### config.mk
export PLATFORM = sky130hd
export DESIGN_NAME = hazard_ctrl_flat
export DESIGN_NICKNAME = d
export VERILOG_FILES = /design/src/rtl/hazard_pkg.sv /design/src/rtl/hazard_ctrl_if.sv /design/src/rtl/hazard_ctrl_reg_match.sv /design/src/rtl/hazard_ctrl.sv /design/src/flat_wrapper.sv
export SDC_FILE = /design/constraint.sdc
export NUM_CORES = 1
export LEC_CHECK = 0
export CAP_MARGIN = 20
export CORE_MARGIN = 2
export CORE_UTILIZATION = 49
export CTS_CLUSTER_SIZE = 40
export DETAILED_ROUTE_END_ITERATION = 12
export HOLD_SLACK_MARGIN = 0.15
export PLACE_DENSITY_LB_ADDON = 0.05
export SYNTH_ARGS = -nofsm -noshare
export SYNTH_HDL_FRONTEND = slang
export SYNTH_SLANG_ARGS = --single-unit
### constraint.sdc
create_clock -name clk -period 6.1 [get_ports clk]
set_clock_uncertainty 0.1 [all_clocks]
set_input_delay 0.61 -clock clk [delete_from_list [all_inputs] [get_ports clk]]
set_output_delay 0.61 -clock clk [all_outputs]
set_load 0.01 [all_outputs]
### src/rtl/hazard_pkg.sv
// Shared types and constants for the pipeline hazard controller.
// Optional build macro HAZ_FWD_EN (see hazard_ctrl.sv) does not affect this package.
package hazard_pkg;

  typedef enum logic [1:0] {
    FWD_RF     = 2'b00,
    FWD_EX_MEM = 2'b10,
    FWD_MEM_WB = 2'b01
  } fwd_sel_t;

  typedef enum logic [1:0] {
    ST_RUN,
    ST_FREEZE,
    ST_HALT
  } haz_state_t;

  localparam logic [4:0] REG_X0 = 5'd0;

  // The younger producer (EX_MEM) holds the newer value, so it wins.
  function automatic fwd_sel_t fwd_pick(input logic em_hit, input logic wb_hit);
    if (em_hit) return FWD_EX_MEM;
    if (wb_hit) return FWD_MEM_WB;
    return FWD_RF;
  endfunction

endpackage

### src/rtl/hazard_ctrl_if.sv
// Pipeline-to-hazard-controller bundle: register-match inputs and control outputs.
// master = pipeline side, slave = hazard_ctrl. Macro HAZ_FWD_EN does not change the port set.
interface hazard_ctrl_if #(
  parameter int CNT_W = 16
);
  import hazard_pkg::*;

  logic [4:0]       IF_ID_rs1, IF_ID_rs2;
  logic             id_use_rs1, id_use_rs2;
  logic [4:0]       ID_EX_rs1, ID_EX_rs2, ID_EX_rd;
  logic             ID_EX_regwrite, ID_EX_memread;
  logic [4:0]       EX_MEM_rd;
  logic             EX_MEM_regwrite;
  logic [4:0]       MEM_WB_rd;
  logic             MEM_WB_regwrite;
  logic             branch_taken, mem_busy;

  logic             pc_we, if_id_we, if_id_flush, id_ex_flush, pipe_freeze;
  fwd_sel_t         fwd_a_sel, fwd_b_sel;
  logic [CNT_W-1:0] stall_cnt, flush_cnt, freeze_cnt;
  logic             err;

  modport master (
    output IF_ID_rs1, IF_ID_rs2, id_use_rs1, id_use_rs2,
           ID_EX_rs1, ID_EX_rs2, ID_EX_rd, ID_EX_regwrite, ID_EX_memread,
           EX_MEM_rd, EX_MEM_regwrite, MEM_WB_rd, MEM_WB_regwrite,
           branch_taken, mem_busy,
    input  pc_we, if_id_we, if_id_flush, id_ex_flush, pipe_freeze,
           fwd_a_sel, fwd_b_sel, stall_cnt, flush_cnt, freeze_cnt, err
  );

  modport slave (
    input  IF_ID_rs1, IF_ID_rs2, id_use_rs1, id_use_rs2,
           ID_EX_rs1, ID_EX_rs2, ID_EX_rd, ID_EX_regwrite, ID_EX_memread,
           EX_MEM_rd, EX_MEM_regwrite, MEM_WB_rd, MEM_WB_regwrite,
           branch_taken, mem_busy,
    output pc_we, if_id_we, if_id_flush, id_ex_flush, pipe_freeze,
           fwd_a_sel, fwd_b_sel, stall_cnt, flush_cnt, freeze_cnt, err
  );

endinterface

### src/rtl/hazard_ctrl_reg_match.sv
// One qualified register comparison: source vs destination, gated by regwrite,
// the consumer's use flag, and x0 exclusion.
module reg_match
  import hazard_pkg::*;
(
  input  logic [4:0] src,
  input  logic [4:0] rd,
  input  logic       regwrite,
  input  logic       use_src,
  output logic       match
);

  assign match = use_src && regwrite && (rd != REG_X0) && (src == rd);

endmodule

### src/rtl/hazard_ctrl.sv
// Hazard controller: stall/flush/freeze/forward control with mem-wait timeout and counters.
// Build macro HAZ_FWD_EN: defined -> EX forwarding + load-use stalls only; undefined -> no forwarding, stall on EX/MEM producers.
module hazard_ctrl
  import hazard_pkg::*;
#(
  parameter int MAX_WAIT = 16,
  parameter int CNT_W    = 16
) (
  input  logic         clk,
  input  logic         rst,
  hazard_ctrl_if.slave bus
);

  localparam int               WAIT_W  = $clog2(MAX_WAIT + 1);
  localparam logic [CNT_W-1:0] CNT_MAX = '1;

  logic [4:0] id_src [2];
  logic [1:0] id_use;
  logic [1:0] id_ex_hit;
  fwd_sel_t   fwd_sel [2];
  logic       data_hazard;

  assign id_src[0] = bus.IF_ID_rs1;
  assign id_src[1] = bus.IF_ID_rs2;
  assign id_use    = {bus.id_use_rs2, bus.id_use_rs1};

`ifdef HAZ_FWD_EN
  logic [4:0] ex_src [2];
  assign ex_src[0] = bus.ID_EX_rs1;
  assign ex_src[1] = bus.ID_EX_rs2;
`else
  logic [1:0] id_em_hit;
`endif

  genvar gi;
  generate
    for (gi = 0; gi < 2; gi++) begin : g_op
      reg_match u_id_ex (
        .src      (id_src[gi]),
        .rd       (bus.ID_EX_rd),
        .regwrite (bus.ID_EX_regwrite),
        .use_src  (id_use[gi]),
        .match    (id_ex_hit[gi])
      );
`ifdef HAZ_FWD_EN
      logic em_hit, wb_hit;
      reg_match u_fwd_em (
        .src      (ex_src[gi]),
        .rd       (bus.EX_MEM_rd),
        .regwrite (bus.EX_MEM_regwrite),
        .use_src  (1'b1),
        .match    (em_hit)
      );
      reg_match u_fwd_wb (
        .src      (ex_src[gi]),
        .rd       (bus.MEM_WB_rd),
        .regwrite (bus.MEM_WB_regwrite),
        .use_src  (1'b1),
        .match    (wb_hit)
      );
      assign fwd_sel[gi] = fwd_pick(em_hit, wb_hit);
`else
      reg_match u_id_em (
        .src      (id_src[gi]),
        .rd       (bus.EX_MEM_rd),
        .regwrite (bus.EX_MEM_regwrite),
        .use_src  (id_use[gi]),
        .match    (id_em_hit[gi])
      );
      assign fwd_sel[gi] = FWD_RF;
`endif
    end
  endgenerate

`ifdef HAZ_FWD_EN
  assign data_hazard = bus.ID_EX_memread && (|id_ex_hit);
`else
  // Without bypass paths any in-flight producer must drain; MEM_WB is covered by a write-first RF.
  assign data_hazard = (|id_ex_hit) || (|id_em_hit);
`endif

  haz_state_t       state_q, state_d;
  logic [WAIT_W-1:0] wait_q, wait_d;
  logic             err_q, err_d;
  logic [CNT_W-1:0] stall_cnt_q, stall_cnt_d;
  logic [CNT_W-1:0] flush_cnt_q, flush_cnt_d;
  logic [CNT_W-1:0] freeze_cnt_q, freeze_cnt_d;

  logic pc_we, if_id_we, if_id_flush, id_ex_flush, pipe_freeze;

  function automatic logic [CNT_W-1:0] sat_inc(input logic [CNT_W-1:0] v);
    return (v == CNT_MAX) ? v : v + 1'b1;
  endfunction

  always_comb begin
    state_d      = state_q;
    wait_d       = wait_q;
    err_d        = err_q;
    stall_cnt_d  = stall_cnt_q;
    flush_cnt_d  = flush_cnt_q;
    freeze_cnt_d = freeze_cnt_q;
    pc_we        = 1'b1;
    if_id_we     = 1'b1;
    if_id_flush  = 1'b0;
    id_ex_flush  = 1'b0;
    pipe_freeze  = 1'b0;

    if (state_q == ST_HALT) begin
      pc_we       = 1'b0;
      if_id_we    = 1'b0;
      pipe_freeze = 1'b1;
    end else if (bus.mem_busy) begin
      pc_we        = 1'b0;
      if_id_we     = 1'b0;
      pipe_freeze  = 1'b1;
      freeze_cnt_d = sat_inc(freeze_cnt_q);
      // wait_q = busy cycles already seen; MAX_WAIT of them are tolerated.
      if (state_q == ST_RUN) begin
        state_d = ST_FREEZE;
        wait_d  = WAIT_W'(1);
      end else if (wait_q == WAIT_W'(MAX_WAIT)) begin
        state_d = ST_HALT;
        err_d   = 1'b1;
      end else begin
        wait_d = wait_q + 1'b1;
      end
    end else begin
      state_d = ST_RUN;
      wait_d  = '0;
      if (bus.branch_taken) begin
        if_id_flush = 1'b1;
        id_ex_flush = 1'b1;
        flush_cnt_d = sat_inc(flush_cnt_q);
      end else if (data_hazard) begin
        pc_we       = 1'b0;
        if_id_we    = 1'b0;
        id_ex_flush = 1'b1;
        stall_cnt_d = sat_inc(stall_cnt_q);
      end
    end

    if (rst) begin
      pc_we       = 1'b1;
      if_id_we    = 1'b1;
      if_id_flush = 1'b0;
      id_ex_flush = 1'b0;
      pipe_freeze = 1'b0;
    end
  end

  always_ff @(posedge clk) begin
    if (rst) begin
      state_q      <= ST_RUN;
      wait_q       <= '0;
      err_q        <= 1'b0;
      stall_cnt_q  <= '0;
      flush_cnt_q  <= '0;
      freeze_cnt_q <= '0;
    end else begin
      state_q      <= state_d;
      wait_q       <= wait_d;
      err_q        <= err_d;
      stall_cnt_q  <= stall_cnt_d;
      flush_cnt_q  <= flush_cnt_d;
      freeze_cnt_q <= freeze_cnt_d;
    end
  end

  assign bus.pc_we       = pc_we;
  assign bus.if_id_we    = if_id_we;
  assign bus.if_id_flush = if_id_flush;
  assign bus.id_ex_flush = id_ex_flush;
  assign bus.pipe_freeze = pipe_freeze;
  assign bus.fwd_a_sel   = rst ? FWD_RF : fwd_sel[0];
  assign bus.fwd_b_sel   = rst ? FWD_RF : fwd_sel[1];
  assign bus.stall_cnt   = stall_cnt_q;
  assign bus.flush_cnt   = flush_cnt_q;
  assign bus.freeze_cnt  = freeze_cnt_q;
  assign bus.err         = err_q;

endmodule
### src/flat_wrapper.sv
// flat-port wrapper written by rule: the top's interface ports become plain ports
module hazard_ctrl_flat import hazard_pkg::*;
#(
  parameter int MAX_WAIT = 16,
  parameter int CNT_W    = 16
)
  (clk, rst, bus_IF_ID_rs1, bus_IF_ID_rs2, bus_id_use_rs1, bus_id_use_rs2, bus_ID_EX_rs1, bus_ID_EX_rs2, bus_ID_EX_rd, bus_ID_EX_regwrite, bus_ID_EX_memread, bus_EX_MEM_rd, bus_EX_MEM_regwrite, bus_MEM_WB_rd, bus_MEM_WB_regwrite, bus_branch_taken, bus_mem_busy, bus_pc_we, bus_if_id_we, bus_if_id_flush, bus_id_ex_flush, bus_pipe_freeze, bus_fwd_a_sel, bus_fwd_b_sel, bus_stall_cnt, bus_flush_cnt, bus_freeze_cnt, bus_err);
  hazard_ctrl_if #(.CNT_W(CNT_W)) bus_i ();
  input  logic clk;
  input  logic rst;
  input wire logic [$bits(bus_i.IF_ID_rs1)-1:0] bus_IF_ID_rs1;
  input wire logic [$bits(bus_i.IF_ID_rs2)-1:0] bus_IF_ID_rs2;
  input wire logic [$bits(bus_i.id_use_rs1)-1:0] bus_id_use_rs1;
  input wire logic [$bits(bus_i.id_use_rs2)-1:0] bus_id_use_rs2;
  input wire logic [$bits(bus_i.ID_EX_rs1)-1:0] bus_ID_EX_rs1;
  input wire logic [$bits(bus_i.ID_EX_rs2)-1:0] bus_ID_EX_rs2;
  input wire logic [$bits(bus_i.ID_EX_rd)-1:0] bus_ID_EX_rd;
  input wire logic [$bits(bus_i.ID_EX_regwrite)-1:0] bus_ID_EX_regwrite;
  input wire logic [$bits(bus_i.ID_EX_memread)-1:0] bus_ID_EX_memread;
  input wire logic [$bits(bus_i.EX_MEM_rd)-1:0] bus_EX_MEM_rd;
  input wire logic [$bits(bus_i.EX_MEM_regwrite)-1:0] bus_EX_MEM_regwrite;
  input wire logic [$bits(bus_i.MEM_WB_rd)-1:0] bus_MEM_WB_rd;
  input wire logic [$bits(bus_i.MEM_WB_regwrite)-1:0] bus_MEM_WB_regwrite;
  input wire logic [$bits(bus_i.branch_taken)-1:0] bus_branch_taken;
  input wire logic [$bits(bus_i.mem_busy)-1:0] bus_mem_busy;
  output wire logic [$bits(bus_i.pc_we)-1:0] bus_pc_we;
  output wire logic [$bits(bus_i.if_id_we)-1:0] bus_if_id_we;
  output wire logic [$bits(bus_i.if_id_flush)-1:0] bus_if_id_flush;
  output wire logic [$bits(bus_i.id_ex_flush)-1:0] bus_id_ex_flush;
  output wire logic [$bits(bus_i.pipe_freeze)-1:0] bus_pipe_freeze;
  output wire logic [$bits(bus_i.fwd_a_sel)-1:0] bus_fwd_a_sel;
  output wire logic [$bits(bus_i.fwd_b_sel)-1:0] bus_fwd_b_sel;
  output wire logic [$bits(bus_i.stall_cnt)-1:0] bus_stall_cnt;
  output wire logic [$bits(bus_i.flush_cnt)-1:0] bus_flush_cnt;
  output wire logic [$bits(bus_i.freeze_cnt)-1:0] bus_freeze_cnt;
  output wire logic [$bits(bus_i.err)-1:0] bus_err;
  assign bus_i.IF_ID_rs1 = bus_IF_ID_rs1;
  assign bus_i.IF_ID_rs2 = bus_IF_ID_rs2;
  assign bus_i.id_use_rs1 = bus_id_use_rs1;
  assign bus_i.id_use_rs2 = bus_id_use_rs2;
  assign bus_i.ID_EX_rs1 = bus_ID_EX_rs1;
  assign bus_i.ID_EX_rs2 = bus_ID_EX_rs2;
  assign bus_i.ID_EX_rd = bus_ID_EX_rd;
  assign bus_i.ID_EX_regwrite = bus_ID_EX_regwrite;
  assign bus_i.ID_EX_memread = bus_ID_EX_memread;
  assign bus_i.EX_MEM_rd = bus_EX_MEM_rd;
  assign bus_i.EX_MEM_regwrite = bus_EX_MEM_regwrite;
  assign bus_i.MEM_WB_rd = bus_MEM_WB_rd;
  assign bus_i.MEM_WB_regwrite = bus_MEM_WB_regwrite;
  assign bus_i.branch_taken = bus_branch_taken;
  assign bus_i.mem_busy = bus_mem_busy;
  assign bus_pc_we = bus_i.pc_we;
  assign bus_if_id_we = bus_i.if_id_we;
  assign bus_if_id_flush = bus_i.if_id_flush;
  assign bus_id_ex_flush = bus_i.id_ex_flush;
  assign bus_pipe_freeze = bus_i.pipe_freeze;
  assign bus_fwd_a_sel = bus_i.fwd_a_sel;
  assign bus_fwd_b_sel = bus_i.fwd_b_sel;
  assign bus_stall_cnt = bus_i.stall_cnt;
  assign bus_flush_cnt = bus_i.flush_cnt;
  assign bus_freeze_cnt = bus_i.freeze_cnt;
  assign bus_err = bus_i.err;
  hazard_ctrl #(.MAX_WAIT(MAX_WAIT), .CNT_W(CNT_W)) u_core (.clk(clk), .rst(rst), .bus(bus_i));
endmodule
Word-level counts from Yosys, hierarchy flattened
Cells that the tools add are included.
{"block": "classes", "addsub": 4, "n_eq_ne": 11, "n_mux": 23, "n_bitwise": 7, "n_reduce_logical": 24}
{"op": "$add A16 B1 Y16 const B", "n": 3}
{"op": "$eq A16 B16 Y1 const B", "n": 3}
{"op": "$eq A5 B5 Y1", "n": 4}
{"op": "$mux W1", "n": 17}
{"op": "$mux W5", "n": 3}
{"op": "$logic_and A1 B1 Y1", "n": 12}
{"op": "$reduce_bool A5 Y1", "n": 2}
{"op": "$reduce_and A4 Y1", "n": 2}
{"op": "$not A1 Y1", "n": 7}
{"op": "$mux W2", "n": 3}
{"op": "$add A5 B1 Y5 const B", "n": 1}
{"op": "$eq A5 B5 Y1 const B", "n": 1}
{"op": "$reduce_and A5 Y1", "n": 1}
{"op": "$reduce_and A2 Y1", "n": 2}
{"op": "$reduce_or A2 Y1", "n": 2}
{"op": "$ne A3 B1 Y1 const B", "n": 1}
{"op": "$ne A3 B2 Y1 const B", "n": 1}
{"op": "$reduce_and A3 Y1", "n": 1}
{"op": "$eq A2 B2 Y1 const B", "n": 1}
{"op": "$logic_not A2 Y1", "n": 1}
{"op": "$logic_or A1 B1 Y1", "n": 1}
{"block": "totals", "ff_bits": 56, "inputBits": 45, "out_inout_bits": 58}

Longest topological paths before layout
{"block": "logic_depth", "depth_word": 10, "depth_mapped": 9, "ltp_nobuf": 7}

Hierarchy
A second synthesis with hierarchy kept.
{"block": "hier_totals", "hier_cells": 376, "area_unflattened_um2": 3099.2}
{"mod": "hazard_ctrl", "instances": 1, "cells_each": 336, "area_each_um2": 2793.9}
{"mod": "reg_match", "instances": 4, "cells_each": 10, "area_each_um2": 76.3}

Worst setup path before layout
Ideal clock, no wire load.
{"block": "synth_timing", "kind": "in2out", "start": "input bus_IF_ID_rs1[0]", "end": "output bus_id_ex_flush", "t_arrival_ps": 1978, "slack_ps": 3412, "stages": 5, "n_path_buf": 0, "cell_sequence": "xnor2_1 -> nand4_1 -> o22ai_1 -> a22oi_1 -> a2111oi_0"}
{"block": "synth_between", "elab_chain_cells": 9}
{"item": "from (decl)", "line": "flat_wrapper.sv:11", "text": "input wire logic [$bits(bus_i.IF_ID_rs1)-1:0] bus_IF_ID_rs1;"}
{"item": "$eq A5 B5 Y1", "line": "hazard_ctrl_reg_match.sv:13", "text": "assign match = use_src && regwrite && (rd != REG_X0) && (src == rd);"}
{"item": "$logic_and A1 B1 Y1", "line": "hazard_ctrl_reg_match.sv:13"}
{"item": "$reduce_or A2 Y1", "line": "hazard_ctrl.sv:79", "text": "assign data_hazard = (|id_ex_hit) || (|id_em_hit);"}
{"item": "$logic_or A1 B1 Y1 *", "line": "hazard_ctrl.sv:79"}
{"item": "$mux W1 *", "line": "hazard_ctrl.sv:134", "text": "end else if (data_hazard) begin"}
{"item": "$mux W1 *", "line": "hazard_ctrl.sv:130", "text": "if (bus.branch_taken) begin"}
{"item": "$mux W1 *", "line": "hazard_ctrl.sv:112", "text": "end else if (bus.mem_busy) begin"}
{"item": "$mux W1 *", "line": "hazard_ctrl.sv:108", "text": "if (state_q == ST_HALT) begin"}
{"item": "$mux W1 *", "line": "hazard_ctrl.sv:142", "text": "if (rst) begin"}
{"item": "to (decl)", "line": "flat_wrapper.sv:29", "text": "output wire logic [$bits(bus_i.id_ex_flush)-1:0] bus_id_ex_flush;"}
Every way passes the cells marked *; elsewhere a longest branch is shown, timed or not.

Worst setup path after layout
{"block": "layout_timing", "start": "input bus_EX_MEM_rd[0]", "end": "output bus_id_ex_flush"}
{"block": "layout_between", "elab_chain_cells": 10}
{"item": "from (decl)", "line": "flat_wrapper.sv:20", "text": "input wire logic [$bits(bus_i.EX_MEM_rd)-1:0] bus_EX_MEM_rd;"}
{"item": "$reduce_bool A5 Y1", "line": "hazard_ctrl_reg_match.sv:13"}
{"item": "$logic_and A1 B1 Y1 (2 in series)", "line": "hazard_ctrl_reg_match.sv:13"}
{"item": "$reduce_or A2 Y1 *", "line": "hazard_ctrl.sv:79"}
{"item": "$logic_or A1 B1 Y1 *", "line": "hazard_ctrl.sv:79"}
{"item": "$mux W1 *", "line": "hazard_ctrl.sv:134"}
{"item": "$mux W1 *", "line": "hazard_ctrl.sv:130"}
{"item": "$mux W1 *", "line": "hazard_ctrl.sv:112"}
{"item": "$mux W1 *", "line": "hazard_ctrl.sv:108"}
{"item": "$mux W1 *", "line": "hazard_ctrl.sv:142"}
Marked as above.

==> metrics <==
status finished clean; Setup Buffers After CTS 0; fin crit share 0.607; Placed Area 3850 µm²; post-route cell area 3950 µm²; final cell count without fillers 519; Rows 28; Worst-Margin Slew 0.737 ns; Req. time, crit path 5.39 ns; initial antenna violation count 0; Post-synth ARST share 0; CTS root buffer clkbuf_8; DR iter-0 viols 92; area grow syn2layout 29.4%; Max Cap Viol 0; P_int 526 µW; CTS sink cnt 56; crit path DAT 2.99 ns; Congestion Overflow GR 0; setup TNS 0 ns; CP Max Fanout 3; Reg power frac 0.550; Residual DRC 0; critical path launch point type primary input; Final Hold Viols 0; pwr dens 172 nW/µm²; clock power share 0.342; H-tree depth 2; clock buffer depth 2; Die ar. 6880 µm²; layout cells sized above 1 0.0360; Reg-to-Reg End u_core.bus.freeze_cnt[4]; Min-Delay Path Class register to register; clk_lat worst skew 0.30 ns; total number of vias 2822; CTS tree done; crit end category output pin; detailed placement HPWL 4660 µm; Die W 83.0 µm; Reg2Reg Setup Slack 3.78 ns; Post-CTS Resized 0; RSZ-0062 raised after global routing no; P_sw 152 µW; top post-synthesis cells by count dfxtp_1, nor2_1, xnor2_1; mux cell area share after synthesis 0.0172; Cells after Synth 371; R2R depth 7; combinational power share 0.108; Sw Ratio 0.225; IO Port Bufs 81; Final Max Tran Viols 0; static leakage 1.33 nW; Post-CTS Hold Buffers 0; Max Clk Rate 270 MHz; ANT cells 0; Vias/cell 5.44; IO Pins 103; most frequent cell after synthesis dfxtp_1; top cell type's share of synthesized area 0.367; Critical Path Sink bus_id_ex_flush; global-route wire length before repair 11700 µm; All-Layer GR Usage 0.194; post-layout net count 495; Post-Syn Area per Cell 8.24 µm²; YS warnings 0; final WL 6630 µm; Post-Synth Adder-Cell Area 0.0205; vias in the first global route 2627; die extent in y 83.0 µm; critical path type primary input to output pin; Num CTS Buffers 5; EDFF count, synth 0; largest net degree at the start of global routing 62; Core Util, Final 0.660; main combinational cell family by area after synthesis simple AND/OR/NAND/NOR gates; DR WL/cell 12.8 µm; compound-gate portion of the synthesized area 0.0958; Rel. slew slack 0.506; synthesized flop and latch total 56; Mapped Area 3060 µm²; Post-synth top flop dfxtp_1; Simple-Gate Fraction of Synth Area 0.306; drt first pass iters 5; Seq/Total Area, Yosys 0.367; crit path launch bus_EX_MEM_rd[0]; initial core utilization 0.510; VDD IR max 157 µV; xor and xnor area share after synthesis 0.143; dominant cells by area after synthesis dfxtp_1, xnor2_1, nor2_1; final setup fails 0; worst r2r src u_core.bus.freeze_cnt[0]; core area 5990 µm²; clk slew on worst S/H paths 0.09 ns; Placed Cells 513; post-synth top area cell dfxtp_1; DRT antenna net count 0; post-synthesis cell type count 49; gpl congestion 0.838; post-layout min period 3.70 ns
## placed cells by master (no fill, tap or decap), types with 5 or more instances in the layout
cell | synthesis | routed
a21oi_1 | 20 | 20
and3_1 | 7 | 7
clkbuf_8 | 2 | 5
clkdlybuf4s50_1 | 0 | 80
dfxtp_1 | 56 | 56
ha_1 | 5 | 5
inv_1 | 8 | 8
nand2_1 | 29 | 29
nand3_1 | 16 | 16
nand4_1 | 22 | 22
nor2_1 | 50 | 50
nor2b_1 | 5 | 5
nor3_1 | 10 | 10
o21ai_0 | 15 | 15
or3_1 | 13 | 13
xnor2_1 | 35 | 35
xor2_1 | 15 | 15
## metrics by stage
stage / power [mW] / hold WS (ns) / setup WS [ns]
after floorplan: 0.422 / 0.372 / 3.41
after global placement: 0.454 / 0.356 / 2.44
after detailed placement: 0.455 / 0.376 / 2.41
after CTS: 0.688 / 0.398 / 2.39
after global routing: 0.704 / 0.428 / 2.27
final: 0.678 / 0.398 / 2.40
## flip-flops by register name, indices dropped and copies added (netlist names)
register and count:
u_core.bus.flush_cnt 16, u_core.bus.freeze_cnt 16, u_core.bus.stall_cnt 16, u_core.wait_q 5, u_core.state_q 2, u_core.bus.err 1
## layer usage
metal / global-route usage / vias up / wire length (µm)
met1: 0.274 / 1305 / 3360
met3: 0.0388 / 4 / 296
met2: 0.306 / 65 / 2930
li1: - / 1448 / -
met5: 0 / - / 0
met4: 0.0462 / 0 / 44
## power groups by stage
stage / Clock (mW) / Combinational [mW] / Sequential, mW
after floorplan: 0 / 0.0400 / 0.382
after global placement: 0 / 0.0726 / 0.382
after detailed placement: 0 / 0.0734 / 0.382
after CTS: 0.241 / 0.0738 / 0.373
after global routing: 0.250 / 0.0805 / 0.374
final: 0.232 / 0.0734 / 0.373
## area by class of cell
class                           instances  area [µm²]
Fill cell                             508        2040
Sequential cell                        56        1120
Clock buffer                            5        68.8
Timing Repair Buffer                   82         813
Tap cell                               75        93.8
Clock inverter                          1        30.0
Multi-Input combinational cell        292        1800
Inverter                                8        30.0
## cells by family (layout without fill, tap and decap cells)
kind of cell | Yosys count | count (layout)
AND/OR/NAND/NOR | 178 | 178
flip-flops | 56 | 56
AO/OA/AOI/OAI | 50 | 50
XOR/XNOR | 50 | 50
buffers and inverters | 26 | 96
adder cells (fa/ha/maj) | 5 | 5
multiplexers | 5 | 5
other | 1 | 4
## critical path: stages
cell,delay (ns)
clkdlybuf4s50_1,0.56
xnor2_1,0.15
nand4_1,0.11
o22ai_1,0.34
a22oi_1,0.17
a2111oi_0,0.45
clkdlybuf4s50_1,0.61
## worst min-delay path by stage
| stage | start | end | slack, ns | cells past startpoint |
|---|---|---|---|---|
| final | u_core.bus.err | u_core.bus.err | 0.40 | 2 |
| after global routing | u_core.bus.stall_cnt[15] | u_core.bus.stall_cnt[15] | 0.43 | 2 |
| after CTS | u_core.bus.err | u_core.bus.err | 0.40 | 2 |
| after detailed placement | u_core.bus.err | u_core.bus.err | 0.38 | 2 |
| after global placement | u_core.bus.err | u_core.bus.err | 0.36 | 2 |
| after floorplan | u_core.wait_q[4] | u_core.wait_q[4] | 0.37 | 2 |
Power figures use the tool's default switching activity.
